$ cat config.mk
export PLATFORM = sky130hd
export DESIGN_NAME = matmul_seq_flat
export DESIGN_NICKNAME = d
export VERILOG_FILES = /design/src/rtl/matmul_pkg.sv /design/src/rtl/matmul_if.sv /design/src/rtl/matmul_idx_gen.sv /design/src/rtl/smul.sv /design/src/rtl/matmul_seq.sv /design/src/flat_wrapper.sv
export SDC_FILE = /design/constraint.sdc
export NUM_CORES = 1
export LEC_CHECK = 0
export BUFFER_PORTS_ARGS = -buffer_cell sky130_fd_sc_hd__buf_2
export CAP_MARGIN = 20
export CORE_ASPECT_RATIO = 2
export CORE_MARGIN = 2
export CORE_UTILIZATION = 55
export CTS_BUF_LIST = sky130_fd_sc_hd__clkbuf_4 sky130_fd_sc_hd__clkbuf_8 sky130_fd_sc_hd__clkbuf_16
export CTS_CLUSTER_DIAMETER = 150
export DETAILED_ROUTE_END_ITERATION = 10
export HOLD_SLACK_MARGIN = 0.02
export PLACE_DENSITY = 0.73
export SETUP_SLACK_MARGIN = 0.05
export SLEW_MARGIN = 25
export SYNTH_ARGS = -nofsm -noshare
export SYNTH_HDL_FRONTEND = slang
export SYNTH_SLANG_ARGS = --single-unit
$ cat constraint.sdc
create_clock -name clk -period 11.01 [get_ports clk]
set_input_delay 1.101 -clock clk [delete_from_list [all_inputs] [get_ports clk]]
set_output_delay 1.101 -clock clk [all_outputs]
set_load 0.05 [all_outputs]
$ cat src/rtl/matmul_pkg.sv
// Shared types and helpers for the sequential matrix multiplier.
package matmul_pkg;

    typedef enum logic [1:0] {
        IDLE,
        RUN,
        DRAIN
    } state_t;

    // Width needed to hold a 1-based index up to and including n.
    function automatic int unsigned idx_w(input int unsigned n);
        return $clog2(n + 1);
    endfunction

endpackage

$ cat src/rtl/matmul_if.sv
// Fixed-point common ports (clock, reset, number format) and the multiply handshake bundle.
interface fixedp #(
    parameter int unsigned WIDTH = 16,
    parameter int unsigned FRAC  = 8
) (
    input logic clk,
    input logic reset
);
    modport slave (input clk, input reset);
endinterface

interface matmul_if #(
    parameter int unsigned WIDTH         = 16,
    parameter int unsigned A_ROWS        = 1,
    parameter int unsigned A_COLS_B_ROWS = 1,
    parameter int unsigned B_COLS        = 1
);
    logic                                        start;
    logic [A_ROWS:1][A_COLS_B_ROWS:1][WIDTH-1:0] a;
    logic [A_COLS_B_ROWS:1][B_COLS:1][WIDTH-1:0] b;
    logic                                        busy;
    logic                                        done;
    logic [A_ROWS:1][B_COLS:1][WIDTH-1:0]        f;

    modport master (output start, output a, output b, input busy, input done, input f);
    modport slave  (input start, input a, input b, output busy, output done, output f);
endinterface

$ cat src/rtl/matmul_idx_gen.sv
// Nested row/col/k counter (k innermost) with registered first/last/final tags.
module matmul_idx_gen import matmul_pkg::*; #(
    parameter int unsigned A_ROWS        = 1,
    parameter int unsigned A_COLS_B_ROWS = 1,
    parameter int unsigned B_COLS        = 1
) (
    input  logic                                 clk,
    input  logic                                 reset,
    input  logic                                 step,
    input  logic                                 clear,
    output logic [idx_w(A_ROWS)-1:0]             row,
    output logic [idx_w(B_COLS)-1:0]             col,
    output logic [idx_w(A_COLS_B_ROWS)-1:0]      k,
    output logic                                 first,
    output logic                                 last,
    output logic                                 is_final
);
    localparam int unsigned RW = idx_w(A_ROWS);
    localparam int unsigned CW = idx_w(B_COLS);
    localparam int unsigned KW = idx_w(A_COLS_B_ROWS);

    localparam logic [RW-1:0] R_ONE = RW'(1);
    localparam logic [RW-1:0] R_MAX = RW'(A_ROWS);
    localparam logic [CW-1:0] C_ONE = CW'(1);
    localparam logic [CW-1:0] C_MAX = CW'(B_COLS);
    localparam logic [KW-1:0] K_ONE = KW'(1);
    localparam logic [KW-1:0] K_MAX = KW'(A_COLS_B_ROWS);

    localparam logic INIT_LAST  = (A_COLS_B_ROWS == 1);
    localparam logic INIT_FINAL = (A_ROWS == 1) && (B_COLS == 1) && (A_COLS_B_ROWS == 1);

    logic [RW-1:0] row_n;
    logic [CW-1:0] col_n;
    logic [KW-1:0] k_n;

    always_comb begin
        row_n = row;
        col_n = col;
        k_n   = k;
        if (k == K_MAX) begin
            k_n = K_ONE;
            if (col == C_MAX) begin
                col_n = C_ONE;
                row_n = (row == R_MAX) ? R_ONE : row + R_ONE;
            end else begin
                col_n = col + C_ONE;
            end
        end else begin
            k_n = k + K_ONE;
        end
    end

    // Tags are precomputed from the next indices so they line up with row/col/k.
    always_ff @(posedge clk or posedge reset) begin
        if (reset) begin
            row      <= R_ONE;
            col      <= C_ONE;
            k        <= K_ONE;
            first    <= 1'b1;
            last     <= INIT_LAST;
            is_final <= INIT_FINAL;
        end else if (clear) begin
            row      <= R_ONE;
            col      <= C_ONE;
            k        <= K_ONE;
            first    <= 1'b1;
            last     <= INIT_LAST;
            is_final <= INIT_FINAL;
        end else if (step) begin
            row      <= row_n;
            col      <= col_n;
            k        <= k_n;
            first    <= (k_n == K_ONE);
            last     <= (k_n == K_MAX);
            is_final <= (row_n == R_MAX) && (col_n == C_MAX) && (k_n == K_MAX);
        end
    end

endmodule

$ cat src/rtl/smul.sv
// Signed fixed-point multiply: full product, arithmetic shift by FRAC, truncate to WIDTH.
module smul #(
    parameter int unsigned WIDTH = 16,
    parameter int unsigned FRAC  = 8
) (
    input  logic [WIDTH-1:0] x,
    input  logic [WIDTH-1:0] y,
    output logic [WIDTH-1:0] p_c
);
    logic signed [2*WIDTH-1:0] full;

    assign full = $signed(x) * $signed(y);
    assign p_c  = WIDTH'(full >>> FRAC);

endmodule

$ cat src/rtl/matmul_seq.sv
// Sequential matrix multiplier: one shared smul and one accumulator, one product per clock.
module matmul_seq import matmul_pkg::*; #(
    parameter int unsigned A_ROWS        = 1,
    parameter int unsigned A_COLS_B_ROWS = 1,
    parameter int unsigned B_COLS        = 1
) (
    fixedp.slave    g,
    matmul_if.slave m
);
    localparam int unsigned W    = g.WIDTH;
    localparam int unsigned FRAC = g.FRAC;
    localparam int unsigned RW   = idx_w(A_ROWS);
    localparam int unsigned CW   = idx_w(B_COLS);
    localparam int unsigned KW   = idx_w(A_COLS_B_ROWS);

    state_t state;
    logic   busy;
    logic   done;

    logic [A_ROWS:1][A_COLS_B_ROWS:1][W-1:0] ra;
    logic [A_COLS_B_ROWS:1][B_COLS:1][W-1:0] rb;
    logic [A_ROWS:1][B_COLS:1][W-1:0]        f;

    logic [RW-1:0] row;
    logic [CW-1:0] col;
    logic [KW-1:0] k;
    logic          first;
    logic          last;
    logic          is_final;
    logic          step;
    logic          clear;

    logic [W-1:0]  sa_c;
    logic [W-1:0]  sb_c;
    logic [W-1:0]  prod_c;
    logic [W-1:0]  sum_c;

    logic [W-1:0]  p;
    logic          p_vld;
    logic [RW-1:0] p_row;
    logic [CW-1:0] p_col;
    logic          p_first;
    logic          p_last;
    logic [W-1:0]  acc;

    assign clear = (state == IDLE) && m.start;
    assign step  = (state == RUN);

    matmul_idx_gen #(
        .A_ROWS        (A_ROWS),
        .A_COLS_B_ROWS (A_COLS_B_ROWS),
        .B_COLS        (B_COLS)
    ) u_idx (
        .clk      (g.clk),
        .reset    (g.reset),
        .step     (step),
        .clear    (clear),
        .row      (row),
        .col      (col),
        .k        (k),
        .first    (first),
        .last     (last),
        .is_final (is_final)
    );

    assign sa_c = ra[row][k];
    assign sb_c = rb[k][col];

    smul #(.WIDTH(W), .FRAC(FRAC)) u_smul (
        .x   (sa_c),
        .y   (sb_c),
        .p_c (prod_c)
    );

    // Control: operand capture, product issue and handshake.
    always_ff @(posedge g.clk or posedge g.reset) begin
        if (g.reset) begin
            state   <= IDLE;
            busy    <= 1'b0;
            done    <= 1'b0;
            ra      <= '0;
            rb      <= '0;
            p       <= '0;
            p_vld   <= 1'b0;
            p_row   <= RW'(1);
            p_col   <= CW'(1);
            p_first <= 1'b0;
            p_last  <= 1'b0;
        end else begin
            done  <= 1'b0;
            p_vld <= 1'b0;
            case (state)
                IDLE: begin
                    if (m.start) begin
                        ra    <= m.a;
                        rb    <= m.b;
                        busy  <= 1'b1;
                        state <= RUN;
                    end
                end
                RUN: begin
                    p       <= prod_c;
                    p_vld   <= 1'b1;
                    p_row   <= row;
                    p_col   <= col;
                    p_first <= first;
                    p_last  <= last;
                    if (is_final) begin
                        state <= DRAIN;
                    end
                end
                DRAIN: begin
                    done  <= 1'b1;
                    busy  <= 1'b0;
                    state <= IDLE;
                end
                default: state <= IDLE;
            endcase
        end
    end

    // Wrapping accumulate; a tagged-last product completes one f element.
    assign sum_c = (p_first ? W'(0) : acc) + p;

    always_ff @(posedge g.clk or posedge g.reset) begin
        if (g.reset) begin
            acc <= '0;
            f   <= '0;
        end else if (p_vld) begin
            acc <= sum_c;
            if (p_last) begin
                f[p_row][p_col] <= sum_c;
            end
        end
    end

    assign m.busy = busy;
    assign m.done = done;
    assign m.f    = f;

endmodule

$ cat src/flat_wrapper.sv
// flat-port wrapper written by rule: the top's interface ports become plain ports
module matmul_seq_flat import matmul_pkg::*;
#(
    parameter int unsigned A_ROWS        = 1,
    parameter int unsigned A_COLS_B_ROWS = 1,
    parameter int unsigned B_COLS        = 1
)
  (clk, reset, m_start, m_a, m_b, m_busy, m_done, m_f);
  fixedp #(.WIDTH((16)), .FRAC(8)) g_i (.clk(clk), .reset(reset));
  matmul_if #(.WIDTH((16)), .A_ROWS(A_ROWS), .A_COLS_B_ROWS(A_COLS_B_ROWS), .B_COLS(B_COLS)) m_i ();
  input wire logic clk;
  input wire logic reset;
  input wire logic [$bits(m_i.start)-1:0] m_start;
  input wire logic [$bits(m_i.a)-1:0] m_a;
  input wire logic [$bits(m_i.b)-1:0] m_b;
  output wire logic [$bits(m_i.busy)-1:0] m_busy;
  output wire logic [$bits(m_i.done)-1:0] m_done;
  output wire logic [$bits(m_i.f)-1:0] m_f;
  assign m_i.start = m_start;
  assign m_i.a = m_a;
  assign m_i.b = m_b;
  assign m_busy = m_i.busy;
  assign m_done = m_i.done;
  assign m_f = m_i.f;
  matmul_seq #(.A_ROWS(A_ROWS), .A_COLS_B_ROWS(A_COLS_B_ROWS), .B_COLS(B_COLS)) u_core (.g(g_i), .m(m_i));
endmodule
==> results of run 1 <==
==> cells in the final DEF, fill, tap and decap left out, types with 4 or more instances in the layout <==
cell type / n
buf_4: 4
a21o_1: 5
nor2_1: 19
mux2_2: 51
nor2b_1: 16
buf_2: 52
xor2_1: 11
dfrtp_1: 85
and2_1: 98
nand2b_1: 11
a21oi_1: 18
nand3_1: 7
and3_1: 4
o21ai_1: 14
xnor2_1: 36
fa_1: 187
o21bai_1: 4
clkbuf_16: 9
inv_1: 263
o21ai_0: 16
ha_1: 85
nand2_1: 156
==> registers in the layout, indices dropped and copies added, names as in the netlist <==
name	cells
u_core.acc	15
u_core.m.busy	1
u_core.m.done	1
u_core.m.f	16
u_core.p	16
u_core.p_first	1
u_core.p_vld	1
u_core.ra	16
u_core.rb	16
u_core.state	2
==> area by class of cell <==
cell class	count	area [sq um]	area share
sequential	85	2130	0.176
timing repair buffer	56	290	0.0240
multi-input combinational	785	8060	0.667
tap	266	333	0.0275
clock inverter	4	30.0	0.00248
inverter	264	992	0.0821
clock buffer	12	254	0.0210
==> per-layer routing <==
metal  global-route usage  vias to the layer above  share of wire
li1                     -                     3585              -
met1                0.254                     3927           0.35
met2                0.483                      200           0.57
met3               0.0233                       76          0.029
met4                0.128                        0          0.056
met5                    0                        -              0
==> per-stage QoR <==
step                setup WS [ns]  instances  hold slack (ns)  utilization  instance area [sq um]
floorplan                    5.05       1181            0.439            -                  11300
global placement             4.90       1456            0.462        0.579                  11800
detailed placement           4.82       1456            0.471        0.579                  11800
CTS                          4.83       1472            0.486        0.593                  12100
global route                 4.44       1472            0.498        0.593                  12100
finish                       4.82       1472            0.475        0.593                  12100
==> worst max-delay path, stage by stage (launching register included) <==
cell	delay (ns)
dfrtp_1	0.71
nand2_1	0.16
fa_1	0.56
inv_1	0.05
fa_1	0.50
inv_1	0.05
fa_1	0.53
inv_1	0.05
fa_1	0.44
fa_1	0.48
inv_1	0.05
fa_1	0.47
inv_1	0.04
ha_1	0.31
a21o_1	0.17
a21oi_1	0.19
nor3b_1	0.19
a21boi_0	0.16
a31oi_4	0.23
o2111ai_2	0.20
o31a_1	0.29
xnor2_1	0.15
o21ai_1	0.07
==> logic make-up after synthesis <==
kind of cell             Yosys count  share of synthesized area
AO/OA/AOI/OAI                     88                     0.0566
XOR/XNOR                          47                     0.0363
AND/OR/NAND/NOR                  326                      0.141
adder cells (fa/ha/maj)          272                      0.424
flip-flops                        85                      0.187
multiplexers                      52                     0.0516
buffers and inverters            311                      0.103
==> final timing paths <==
check,startpoint,end,cells past startpoint
worst max-delay path,u_core.rb[7]$_DFFE_PP0P_,u_core.p[15]$_DFFE_PP0P_,22
worst min-delay path,u_core.m.f[10]$_DFFE_PP0P_,u_core.m.f[10]$_DFFE_PP0P_,2
worst max register to register,u_core.rb[7]$_DFFE_PP0P_,u_core.p[15]$_DFFE_PP0P_,22
worst min register to register,u_core.m.f[10]$_DFFE_PP0P_,u_core.m.f[10]$_DFFE_PP0P_,2
max in group asynchronous,reset,u_core.acc[8]$_DFFE_PP0P_,3
min in group asynchronous,reset,u_core.m.busy$_DFFE_PP0P_,2
==> run metrics, run 1 <==
crit path DAT=6.40 ns; Core Area=20400 sq um; EDFF count, synth=0; final-layout fill cell count=1817; drt wl/cell=16.8 um; Fin Setup TNS=0 ns; total track usage=0.248; H-tree depth=3; clock sink count=85; Post-CTS Setup Bufs=0; endpoints failing setup=0; IO Pins=53; antenna violations before repair=0; first-pass GRT wire length=42100 um; vias in the first global route=8756; antenna-violating nets left=0; clock buffer count from CTS=9; Worst Hold Class=reg2reg; Final Net Count=1508; final hold vios=0; register bit total from synthesis=85; DR vias=7788; crit share post-route=0.563; share of layout cells above drive strength 1=0.119; RePlAce Congestion=0.923; Clock transition at path regs=0.07 ns; Clock Latency Late Sink=0.35 ns; Post-Synthesis Cells=1181; Die Y-Extent=207 um; post-cts resize count=0; I/O Buffers=52; chip width=106 um; Worst slew margin=0.535; first-pass iteration count of the detailed router=5; Worst setup EP type=flip-flop; Ant. Diodes=0; Iter 0 DRT Violations=325; post-synth top area share=0.330; highest clock rate=0.161 GHz; worst-margin pin slew=0.698 ns; routed vias/inst=5.29; cell taking the most area after synthesis=fa_1; Worst setup SP type=flip-flop; Rows=74; Yosys cell types=53; most common cell in the netlist=inv_1; Worst Path Required=11.22 ns; final wirelength=24700 um; Post-synth ARST share=1.00; nets in the synthesized netlist=1488; Max Fanout on Critical Path=18; CP Class=reg2reg; mean area per synthesized cell=9.61 sq um; RSZ-0062 raised after global routing=false; gr ovfl total=0; Worst Clk Skew=0.0155 ns; Netlist Area Pre-Place=11300 sq um; Root Driver=clkbuf_16; Reg2Reg Setup Slack=4.82 ns; CTS tree=built; Ys Warns=0; dpl hpwl=20500 um; Die ar.=21900 sq um; clk buf depth=2; drt drc=0; synth top area cells=fa_1, dfrtp_1, ha_1; area grow syn2layout=6.52%; Main synth FF type=dfrtp_1; max-slew violations=0; max capacitance violation total=0; Period minus WS final=6.19 ns; status=completed; Seq/Total Area, Yosys=0.187; most common library cells after synthesis=inv_1, fa_1, nand2_1, and2_1; Starting Density=0.557; largest net degree at the start of global routing=50; cts hold-fix bufs=0
Power of run 1 is left out: the tool's default activity adds up to more than one toggle a clock period on the data nets, which glitch-free logic cannot reach.
==> run 2: changes to the inputs <==
clock period = 6 ns   (was 11.01 ns; I/O delays follow)
==> run metrics, run 2 (synthesized netlist as in run 1, its figures left out) <==
status=completed; drt drc=0 (unchanged); gr ovfl total=0 (unchanged); Ant. Diodes=0 (unchanged); clk buf depth=2 (unchanged); Worst setup SP type=flip-flop; first-pass iteration count of the detailed router=5 (unchanged); Worst Clk Skew=0.00781 ns (-0.00771 ns); CP dominant cell by count=fa_1; worst-margin pin slew=0.757 ns (+0.0591 ns); endpoints failing setup=0 (unchanged); Fin Setup TNS=0 ns (unchanged); H-tree depth=3 (unchanged); Die ar.=21900 sq um (unchanged); highest clock rate=0.174 GHz (+7.9%); CP Cell Sequence=buf_4 -> buf_4 -> and2_1 -> fa_1 -> inv_1 -> fa_1 -> fa_2 -> fa_1 -> fa_2 -> fa_1 -> inv_1 -> ha_1 -> nand2_1 -> a21oi_2 -> nand4_1 -> o21ai_2 -> a31oi_4 -> o21ba_2 -> o21bai_1 -> xnor2_1 -> o21ai_1; Core Area=20400 sq um (unchanged); CP Class=reg2reg; share of layout cells above drive strength 1=0.176 (+0.0573); antenna violations before repair=0 (unchanged); first-pass GRT wire length=44900 um (+6.5%); drt wl/cell=17.5 um (+4.3%); CTS tree=built; I/O Buffers=52 (unchanged); vias in the first global route=9212 (+5.2%); largest net degree at the start of global routing=47 (-6.0%); final-layout fill cell count=1757 (-3.3%); multi-input logic area=8120 sq um (+0.75%); crit path DAT=5.95 ns (-0.45 ns); Period minus WS final=5.74 ns (-0.454 ns); RePlAce Congestion=0.972 (+5.3%); Starting Density=0.557 (unchanged); chip width=106 um (unchanged); area grow syn2layout=11.3%; CP max-delay cell=fa_1; Root Driver=clkbuf_16; RSZ-0062 raised after global routing=true; final hold vios=0 (unchanged); Sequential Area=2140 sq um (+0.82%); max capacitance violation total=0 (unchanged); Iter 0 DRT Violations=280 (-14%); crit share post-route=0.957 (+0.394); final wirelength=26800 um (+8.3%); clock sink count=85 (unchanged); Worst Hold Class=in2async; routed vias/inst=5.32 (+0.57%); Worst slew margin=0.495 (-0.0394); clock buffer count from CTS=9 (unchanged); total track usage=0.265 (+0.0174); Clock transition at path regs=0.07 ns (about the same); most frequent cells in the layout=inv_1, fa_1, nand2_1; Final Net Count=1565 (+3.8%); Worst Path Required=6.21 ns (-5.01 ns); max-slew violations=0 (unchanged); DR vias=8130 (+4.4%); commonest non-fill, non-tap cell in the layout=inv_1; Rows=74 (unchanged); Setup WS pre-CTS=0.00635 ns (-4.81 ns); Worst setup EP type=flip-flop; Clock Latency Late Sink=0.34 ns (about the same); Max Fanout on Critical Path=7 (-11); CP peak stage delay=0.53 ns (-0.18 ns); antenna-violating nets left=0 (unchanged); IO Pins=53 (unchanged); dpl hpwl=22300 um (+8.9%); Die Y-Extent=207 um (unchanged); setup ws final=0.260 ns (-4.56 ns)
run 2: cell count changes in the layout (fill, tap and decap cells not counted), moves of 3 or more:
cell     delta
buf_12      +3
buf_4      +54
dfrtp_1    -14
dfrtp_2    +14
run 2: path summary, 6_finish.rpt:
check	start	endpoint	slack [ns]	depth (start not counted)
max in group asynchronous	reset	u_core.m.f[3]$_DFFE_PP0P_	4.60	3
setup / recovery	u_core.rb[4]$_DFFE_PP0P_	u_core.p[12]$_DFFE_PP0P_	0.26	21
hold / removal	reset	u_core.m.done$_DFF_PP0_	0.35	2
setup reg to reg	u_core.rb[4]$_DFFE_PP0P_	u_core.p[12]$_DFFE_PP0P_	0.26	21
min in group clk	u_core.m.f[10]$_DFFE_PP0P_	u_core.m.f[10]$_DFFE_PP0P_	0.47	2
hold reg to reg	u_core.m.f[10]$_DFFE_PP0P_	u_core.m.f[10]$_DFFE_PP0P_	0.47	2
run 2: what timing repair did:
action                                 in CTS  in global routing
hold buffers                                0                  0
pin swaps                                   0                  9
buffers inserted                            1                  9
gates cloned                                0                  0
setup endpoints to repair                   1                  5
resized for setup                           4                 23
endpoints found under the hold margin       0                  0
run 2: cell type report:
cell class              instances  area share
multi-input cells             785       0.643
flip-flops and latches         85       0.170
inverters                     264      0.0786
repair buffers                113      0.0598
well taps                     266      0.0264
clock buffers                  11      0.0200
clock inverters                 4     0.00248
run 2: critical path, delay by kind of cell (launching register included):
family          cells  cell delay, ns
compound gates      6            0.98
xor+xnor            1            0.15
fa+ha+maj           7            3.17
buf+inv             4            0.42
flops               1            0.45
simple gates        3            0.42
run 2: metrics by stage:
| stage | std cells | util | area [sq um] | hold WS (ns) |
|---|---|---|---|---|
| 6_report | 1528 | 0.620 | 12600 | 0.352 |
| 4_1_cts | 1519 | 0.613 | 12500 | 0.382 |
| 3_5_place_dp | 1503 | 0.598 | 12200 | 0.466 |
| 2_1_floorplan | 1181 | - | 11300 | 0.439 |
| 3_3_place_gp | 1503 | 0.598 | 12200 | 0.462 |
| 5_1_grt | 1528 | 0.620 | 12600 | 0.411 |
run 2: per-layer routing:
layer / routed length (um) / track usage / vias up
met5: 0 / 0 / -
met4: 1670 / 0.150 / 0
met3: 1080 / 0.0359 / 101
met2: 15200 / 0.509 / 250
met1: 8790 / 0.266 / 4084
li1: - / - / 3695
Power of run 2 is left out for the same reason.
